==> config.mk <==
export PLATFORM = sky130hd
export DESIGN_NAME = nes_shift_in
export DESIGN_NICKNAME = d
export VERILOG_FILES = /design/src/rtl/nes_pkg.sv /design/src/rtl/nes_tick_gen.sv /design/src/rtl/nes_shift_in.sv
export SDC_FILE = /design/constraint.sdc
export NUM_CORES = 1
export LEC_CHECK = 0
export BUFFER_PORTS_ARGS = -buffer_cell sky130_fd_sc_hd__buf_2
export CAP_MARGIN = 20
export CORE_UTILIZATION = 35
export CTS_BUF_LIST = sky130_fd_sc_hd__clkbuf_8
export DETAILED_ROUTE_END_ITERATION = 8
export SLEW_MARGIN = 20
export SYNTH_ARGS = -nofsm -noshare
export SYNTH_HDL_FRONTEND = slang
export SYNTH_SLANG_ARGS = --single-unit
export TNS_END_PERCENT = 50
==> constraint.sdc <==
create_clock -name clk -period 2.6 [get_ports clk]
set_input_delay 0.13 -clock clk [delete_from_list [all_inputs] [get_ports clk]]
set_output_delay 0.13 -clock clk [all_outputs]
set_load 0.01 [all_outputs]
==> src/rtl/nes_pkg.sv <==
// Shared definitions for the NES controller pad interface blocks.
// Button order matches the order the pad shifts its bits out.
package nes_pkg;

    localparam int NUM_BTN     = 8;
    localparam int LATCH_TICKS = 2;
    localparam int BIT_IDX_W   = $clog2(NUM_BTN);
    localparam int LATCH_CNT_W = (LATCH_TICKS > 1) ? $clog2(LATCH_TICKS) : 1;

    localparam int BTN_A      = 0;
    localparam int BTN_B      = 1;
    localparam int BTN_SELECT = 2;
    localparam int BTN_START  = 3;
    localparam int BTN_UP     = 4;
    localparam int BTN_DOWN   = 5;
    localparam int BTN_LEFT   = 6;
    localparam int BTN_RIGHT  = 7;

    typedef enum logic [1:0] {
        ST_IDLE,
        ST_LATCH,
        ST_READ,
        ST_PULSE
    } state_e;

endpackage

==> src/rtl/nes_tick_gen.sv <==
// Prescaler producing a one-clk tick every TICK_DIV clocks.
// A synchronous clear restarts the period so the first tick lands exactly TICK_DIV clocks later.
module nes_tick_gen #(
    parameter int TICK_DIV = 300
) (
    input  logic clk,
    input  logic reset,
    input  logic clear_i,
    output logic tick_o
);

    localparam int CNT_W = $clog2(TICK_DIV);

    logic [CNT_W-1:0] count_q;
    logic [CNT_W-1:0] count_d;

    assign tick_o = (count_q == CNT_W'(TICK_DIV - 1));

    always_comb begin
        count_d = count_q + CNT_W'(1);
        if (clear_i || tick_o) begin
            count_d = '0;
        end
    end

    // NOTE: sequential state is updated only with non-blocking assignments so every flop
    // samples the pre-edge values regardless of block ordering.
    always_ff @(posedge clk or posedge reset) begin
        if (reset) begin
            count_q <= '0;
        end else begin
            count_q <= count_d;
        end
    end

endmodule

==> src/rtl/nes_shift_in.sv <==
// Drives the NES pad LATCH/PULSE pins and shifts in its 8 active-low button bits,
// presenting an active-high button vector with valid and changed strobes.
module nes_shift_in
    import nes_pkg::*;
#(
    parameter int TICK_DIV = 300
) (
    input  logic               clk,
    input  logic               reset,
    input  logic               latch_i,
    input  logic               nes_data_i,
    output logic               nes_latch_o,
    output logic               nes_pulse_o,
    output logic [NUM_BTN-1:0] buttons_o,
    output logic               valid_o,
    output logic               changed_o,
    output logic               busy_o
);

    state_e                   state_q, state_d;
    logic [BIT_IDX_W-1:0]     bit_idx_q, bit_idx_d;
    logic [LATCH_CNT_W-1:0]   latch_cnt_q, latch_cnt_d;
    logic [NUM_BTN-2:0]       shreg_q, shreg_d;
    logic [NUM_BTN-1:0]       buttons_q, buttons_d;
    logic                     valid_q, valid_d;
    logic                     changed_q, changed_d;
    logic                     nes_latch_q, nes_latch_d;
    logic                     nes_pulse_q, nes_pulse_d;
    logic                     latch_q;
    logic                     sync1_q, sync2_q;

    logic                     trigger;
    logic                     tick;
    logic [NUM_BTN-1:0]       commit_val;

    assign trigger    = latch_i & ~latch_q & (state_q == ST_IDLE);
    assign commit_val = ~{sync2_q, shreg_q};

    nes_tick_gen #(
        .TICK_DIV (TICK_DIV)
    ) u_tick_gen (
        .clk     (clk),
        .reset   (reset),
        .clear_i (trigger),
        .tick_o  (tick)
    );

    always_comb begin
        // NOTE: every _d gets a default first so no path through the case infers a latch.
        state_d     = state_q;
        bit_idx_d   = bit_idx_q;
        latch_cnt_d = latch_cnt_q;
        shreg_d     = shreg_q;
        buttons_d   = buttons_q;
        valid_d     = 1'b0;
        changed_d   = 1'b0;

        unique case (state_q)
            ST_IDLE: begin
                if (trigger) begin
                    state_d     = ST_LATCH;
                    bit_idx_d   = '0;
                    latch_cnt_d = '0;
                end
            end
            ST_LATCH: begin
                if (tick) begin
                    if (latch_cnt_q == LATCH_CNT_W'(LATCH_TICKS - 1)) begin
                        state_d = ST_READ;
                    end else begin
                        latch_cnt_d = latch_cnt_q + LATCH_CNT_W'(1);
                    end
                end
            end
            ST_READ: begin
                if (tick) begin
                    if (bit_idx_q == BIT_IDX_W'(NUM_BTN - 1)) begin
                        // Final bit goes straight into the committed vector, not the shift register.
                        buttons_d = commit_val;
                        valid_d   = 1'b1;
                        changed_d = (commit_val != buttons_q);
                        state_d   = ST_IDLE;
                    end else begin
                        shreg_d[bit_idx_q] = sync2_q;
                        state_d            = ST_PULSE;
                    end
                end
            end
            ST_PULSE: begin
                if (tick) begin
                    bit_idx_d = bit_idx_q + BIT_IDX_W'(1);
                    state_d   = ST_READ;
                end
            end
            default: state_d = ST_IDLE;
        endcase

        // Pin levels follow the next state so they toggle only on state transitions.
        nes_latch_d = (state_d == ST_LATCH);
        nes_pulse_d = (state_d == ST_PULSE);
    end

    always_ff @(posedge clk or posedge reset) begin
        if (reset) begin
            state_q     <= ST_IDLE;
            bit_idx_q   <= '0;
            latch_cnt_q <= '0;
            shreg_q     <= '0;
            buttons_q   <= '0;
            valid_q     <= 1'b0;
            changed_q   <= 1'b0;
            nes_latch_q <= 1'b0;
            nes_pulse_q <= 1'b0;
            latch_q     <= 1'b0;
            sync1_q     <= 1'b1;
            sync2_q     <= 1'b1;
        end else begin
            state_q     <= state_d;
            bit_idx_q   <= bit_idx_d;
            latch_cnt_q <= latch_cnt_d;
            shreg_q     <= shreg_d;
            buttons_q   <= buttons_d;
            valid_q     <= valid_d;
            changed_q   <= changed_d;
            nes_latch_q <= nes_latch_d;
            nes_pulse_q <= nes_pulse_d;
            latch_q     <= latch_i;
            sync1_q     <= nes_data_i;
            sync2_q     <= sync1_q;
        end
    end

    assign nes_latch_o = nes_latch_q;
    assign nes_pulse_o = nes_pulse_q;
    assign buttons_o   = buttons_q;
    assign valid_o     = valid_q;
    assign changed_o   = changed_q;
    assign busy_o      = (state_q != ST_IDLE);

endmodule

After elaboration in Yosys (flattened, before gate mapping) --
Index checks and enable logic that the tools add are counted.
Cells by class: add/sub/neg operators 3, magnitude comparators 2, eq/ne operators 11, multiplexer cells 24, bitwise operators 5, reduce and logical (&&, ||, !) cells 10
Operators with widths (number):
- 2-to-1 mux 2 bit | 6
- AND reduction 3 bit | 4
- 2-to-1 mux 1 bit | 10
- adder 9 x 1 -> 9 bit (second input constant) | 1
- equality test 9 bit (second input constant) | 1
- 2-to-1 mux 9 bit | 1
- != test 8 bit | 1
- NOT 8 bit | 1
- one-hot mux 2 bit (4 select lines) | 1
- bitwise mux 7 bit | 1
- equality test 2 bit (second input constant) | 3
- 2-to-1 mux 3 bit | 2
- != test 2 x 1 -> 1 bit (second input constant) | 3
- one-hot mux 3 bit (2 select lines) | 1
- nonzero test 2 bit | 3
- equality test 2 x 1 -> 1 bit (second input constant) | 2
- < comparator 3 x 4 -> 1 bit (second input constant) | 1
- adder 3 x 1 -> 3 bit (second input constant) | 1
- demux 1 bit (select 3 bit) | 1
- equality test 3 bit (second input constant) | 1
- greater-or-equal comparator 3 x 1 -> 1 bit (second input constant) | 1
- AND 1 bit | 2
- zero test 2 bit | 1
- NOT 1 bit | 2
- 4 further kinds | 4
Word-level totals: register bits after elaboration 37, input port bits 4, word-level logic and storage cells 68

Logic depth before layout (Yosys ltp) --
depth in word-level cells 6, gate-level depth with buffers 6, depth with buffers taken out 5

Modules after synthesis --
A second synthesis with hierarchy kept.
Second synthesis, totals: cell total of the unflattened synthesis 159, area, all modules 1765.4 µm²
Modules (own cells, without submodules):
- nes_shift_in | instances 1, cells an instance 115, area an instance 1315.0 µm², sequential area each 703.2 µm²
- nes_tick_gen | instances 1, cells an instance 44, area an instance 450.4 µm², sequential area each 225.2 µm²

Worst setup path after synthesis --
Ideal clock, no wire load.
kind reg-to-reg, start reg bit_idx_q[0], end reg shreg_q[6], arrival time 1.863 ns, data required time 2.475 ns, path slack 0.612 ns, cell stages (with the launch flop) 6, path buffers 0, clock period less this slack 1.988 ns, cell sequence dfrtp_1 > ha_1 > ha_1 > or3b_2 > nor4_1 > mux2_2
On the way: word-level cells in the longest chain between the ends 5
Ends and longest elaborated chain:
- start: declaration | RTL line nes_shift_in.sv:21 | logic [BIT_IDX_W-1:0] bit_idx_q, bit_idx_d;
- start signal: assignment | RTL line nes_shift_in.sv:119 | bit_idx_q <= bit_idx_d;
- < comparator 3 x 4 -> 1 bit (not written as such) / greater-or-equal comparator 3 x 1 -> 1 bit (equally long branches) | RTL line nes_shift_in.sv:84 | shreg_d[bit_idx_q] = sync2_q;
- logical AND 1 bit (not written as such) | RTL line nes_shift_in.sv:84
- 2-to-1 mux 1 bit (not written as such) | RTL line nes_shift_in.sv:84
- demux 1 bit (select 3 bit) | RTL line nes_shift_in.sv:84
- bitwise mux 7 bit | RTL line nes_shift_in.sv:84
- end signal: assignment | RTL line nes_shift_in.sv:121 | shreg_q <= shreg_d;
- end: declaration | RTL line nes_shift_in.sv:23 | logic [NUM_BTN-2:0] shreg_q, shreg_d;
Parallel ways exist; a longest one is shown, timed or not. A chain may end at the register's enable or synchronous reset.

Worst setup path after layout --
start reg u_tick_gen.count_q[2], end reg buttons_q[1] (netlist: buttons_o[1])
On the way: word-level cells in the longest chain between the ends 2
Ends and longest elaborated chain:
- start: declaration | RTL line nes_tick_gen.sv:14 | logic [CNT_W-1:0] count_q;
- start signal: assignment | RTL line nes_tick_gen.sv:32 | count_q <= count_d;
- equality test 9 bit | RTL line nes_tick_gen.sv:17 | assign tick_o = (count_q == CNT_W'(TICK_DIV - 1));
- AND reduction 3 bit (no source line)
- end signal: assignment | RTL line nes_shift_in.sv:122 | buttons_q <= buttons_d;
- end: declaration | RTL line nes_shift_in.sv:24 | logic [NUM_BTN-1:0] buttons_q, buttons_d;
Every way passes these cells.

==> results.cfg <==
[setup_path]
crit_path_start_kind = flip-flop
max_stage_delay_ns = 0.83
cp_slowest_cell = sky130_fd_sc_hd__or4b_1
worstPathBufferInverterCount = 1
timing.critical_path.required_ns = 2.80
critPathArrivalTime_ns = 2.39
endpoint_kind = flip-flop
worst-path-max-fanout = 15
criticalPathCategory = flip-flop to flip-flop
regToRegStartpoint = u_tick_gen.count_q[2]
worstSetupStartpoint = u_tick_gen.count_q[2]
path_cells = or4b_1, nor4_2, buf_4, mux2i_1
critical_path.top_delay_family = simple AND/OR/NAND/NOR gates

[timing]
finalSetupViolCount = 0
slew_limit_headroom = 0.627
min_period_ns = 2.19
grt_setup_unrepaired = false
fin_skew_ns = 0.00884
drv_slew = 0
fmax_mhz = 457
finalCritPeriodShare = 0.842
setup_total_neg_slack_ns = 0
hold_viol = 0
setup_slack_ns = 0.410
tightestPinTransition_ns = 0.559

[route]
post_drt_via_cell_ratio = 4.84
antenna_left = 0
first_pass_iters = 4
routed_wl_um = 3130
dr_vias = 1181
route.detailed.wl_per_inst_um = 12.8
drc_errors = 0
drt_first_iter_violations = 58

[global_routing]
grt_first_pass_wirelength_um = 5490
grt_pass1_vias = 1224
grt_remaining_overflow = 0
grt_antenna_before_repair = 0
grt_max_degree = 38
grtUsageTotal = 0.139

[clock_network]
cts.sink_count = 37
cts_setup_buffers = 0
cts.repair.resized = 0
tritoncts = built
cts.path.max_buffers = 2
worst_skew_pair.late_latency_ns = 0.29
worst_setup_hold_path_clk_slew_ns = 0.07
cts_inserted_buffers = 5
cts_htree_levels = 2
clock_tree.root_cell = sky130_fd_sc_hd__clkbuf_8

[synth]
post_synth_top_area_cell = sky130_fd_sc_hd__dfrtp_1
syn-mean-instance-area_um2 = 11.2
ys_seq_area_frac = 0.535
gate_count_after_technology_mapping = 155
most_numerous_cell_in_the_yosys_netlist = sky130_fd_sc_hd__dfrtp_1
synth.cell_area_um2 = 1740
synthesis.nets = 162
ys.flop_type = sky130_fd_sc_hd__dfrtp_1
yosys.area.top_type_share = 0.505
synth_top_cells_by_count = sky130_fd_sc_hd__dfrtp_1, sky130_fd_sc_hd__inv_1, sky130_fd_sc_hd__mux2i_1
yosys_register_bits = 37
synth_edf_count = 0
synth.area.top_cells = sky130_fd_sc_hd__dfrtp_1, sky130_fd_sc_hd__mux2i_1, sky130_fd_sc_hd__xnor2_1, sky130_fd_sc_hd__mux2_1, sky130_fd_sc_hd__nor4_1
netlist-cell-type-count = 40
synthArstFlopShare = 1.00
yosysWarningCount = 0

[floorplanning]
vertical_die_dimension_um = 72.4
coreArea_um2 = 4750
design.portCount = 17
dieArea_um2 = 5240
dieWidth_um = 72.4
row_count = 25
initial_core_util = 0.365

[cells_and_area]
stdcell_area_um2 = 2000
antennaDiodeCount = 0
flow.area_growth_from_synthesis_pct = 15.1
layout.nets = 183
layout-drive-gt1-share = 0.215
stdcell_count = 244

[power]
max-vdd-ir-drop_v = 0.000191
power_per_cell_area_nw_per_um2 = 486
reported_leakage_power_uw = 0.000866
finalPower_uw = 971

[run]
cap_viol_max_count = 0

[place]
port_buffers = 16
hpwlAfterDp_um = 2120
place_worst_setup_slack_ns = 0.417
placedInstanceArea_um2 = 1890
finalWeightedCongestion = 0.752
dp.cells = 233

[status]
outcome = finished clean

[worst_hold_path]
min_from = sync1_q
hold_class = flip-flop to flip-flop
cells in the final DEF, fill, tap and decap left out, types with 2 or more instances in the layout:
master                           n
sky130_fd_sc_hd__mux2_1          5
sky130_fd_sc_hd__mux2_2          2
sky130_fd_sc_hd__inv_1          16
sky130_fd_sc_hd__mux2i_1        11
sky130_fd_sc_hd__a21oi_1         5
sky130_fd_sc_hd__clkbuf_8        5
sky130_fd_sc_hd__nand3b_1        2
sky130_fd_sc_hd__dfrtp_1        35
sky130_fd_sc_hd__ha_1            3
sky130_fd_sc_hd__nor4_1          8
sky130_fd_sc_hd__o21ai_0         7
sky130_fd_sc_hd__nand4_1         2
sky130_fd_sc_hd__nand2_1         7
sky130_fd_sc_hd__nand3_1         4
sky130_fd_sc_hd__buf_4           3
sky130_fd_sc_hd__nor2_1          5
sky130_fd_sc_hd__or3b_2          2
sky130_fd_sc_hd__dlygate4sd3_1   3
sky130_fd_sc_hd__dfstp_2         2
sky130_fd_sc_hd__xnor2_1        10
sky130_fd_sc_hd__nor4_2          2
sky130_fd_sc_hd__buf_2          16
sky130_fd_sc_hd__or3_1           5
registers in the layout, summed over array words and instances (netlist names):
register and cells:
latch_cnt_q 1, u_tick_gen.count_q 9, shreg_q 7, sync1_q 1, bit_idx_q 3, latch_q 1, nes_latch_o 1, valid_o 1
changed_o 1, state_q 2, buttons_o 8, sync2_q 1, nes_pulse_o 1
per-stage QoR:
stage / hold WS (ns) / utilization
2_1_floorplan: 0.134 / -
6_report: 0.359 / 0.420
3_3_place_gp: 0.241 / 0.397
4_1_cts: 0.363 / 0.420
5_1_grt: 0.368 / 0.420
3_5_place_dp: 0.249 / 0.397
cell type report:
cell class	count	area, um2
repair buffers	22	133
multi-input cells	96	718
clock buffers	5	68.8
fillers	474	2760
inverters	14	52.6
flip-flops and latches	37	928
well taps	67	83.8
clock inverters	3	12.5
path summary, 6_finish.rpt:
| kind | end | slack [ns] | depth (start not counted) |
|---|---|---|---|
| setup / recovery | buttons_o[1] | 0.41 | 4 |
| hold / removal | sync2_q | 0.36 | 0 |
| setup reg to reg | buttons_o[1] | 0.41 | 4 |
| hold reg to reg | sync2_q | 0.36 | 0 |
| max in group asynchronous | sync1_q | 1.77 | 4 |
| min in group asynchronous | buttons_o[1] | 0.48 | 4 |
layer usage:
layer	track usage	vias up	wire length, um
met5	0	-	0
met4	0.100	0	104
met3	0.0333	10	100
met2	0.232	21	1570
met1	0.157	569	1350
li1	-	581	-
cell families (layout without fill, tap and decap cells):
kind of cell               count (synthesis)  count (layout)  share of synthesized area
and+or+nand+nor                           47              47                      0.165
DFF                                       37              37                      0.535
buffers and inverters                     22              44                     0.0548
xor gates and xnor gates                  11              11                     0.0555
AOI/OAI and AO/OA                         17              17                     0.0591
muxes                                     18              18                      0.109
adders and majority gates                  3               3                     0.0216
timing repair:
item	CTS	global route
hold buffers	3	0
setup endpoints to repair	0	0
hold endpoints to repair	37	0
report_power, final:
part           internal (uW)  switching [uW]  total, uW
registers                579            2.32        581
clock network            180             191        371
logic                   6.40            12.1       18.5
Power figures use the tool's default switching activity.
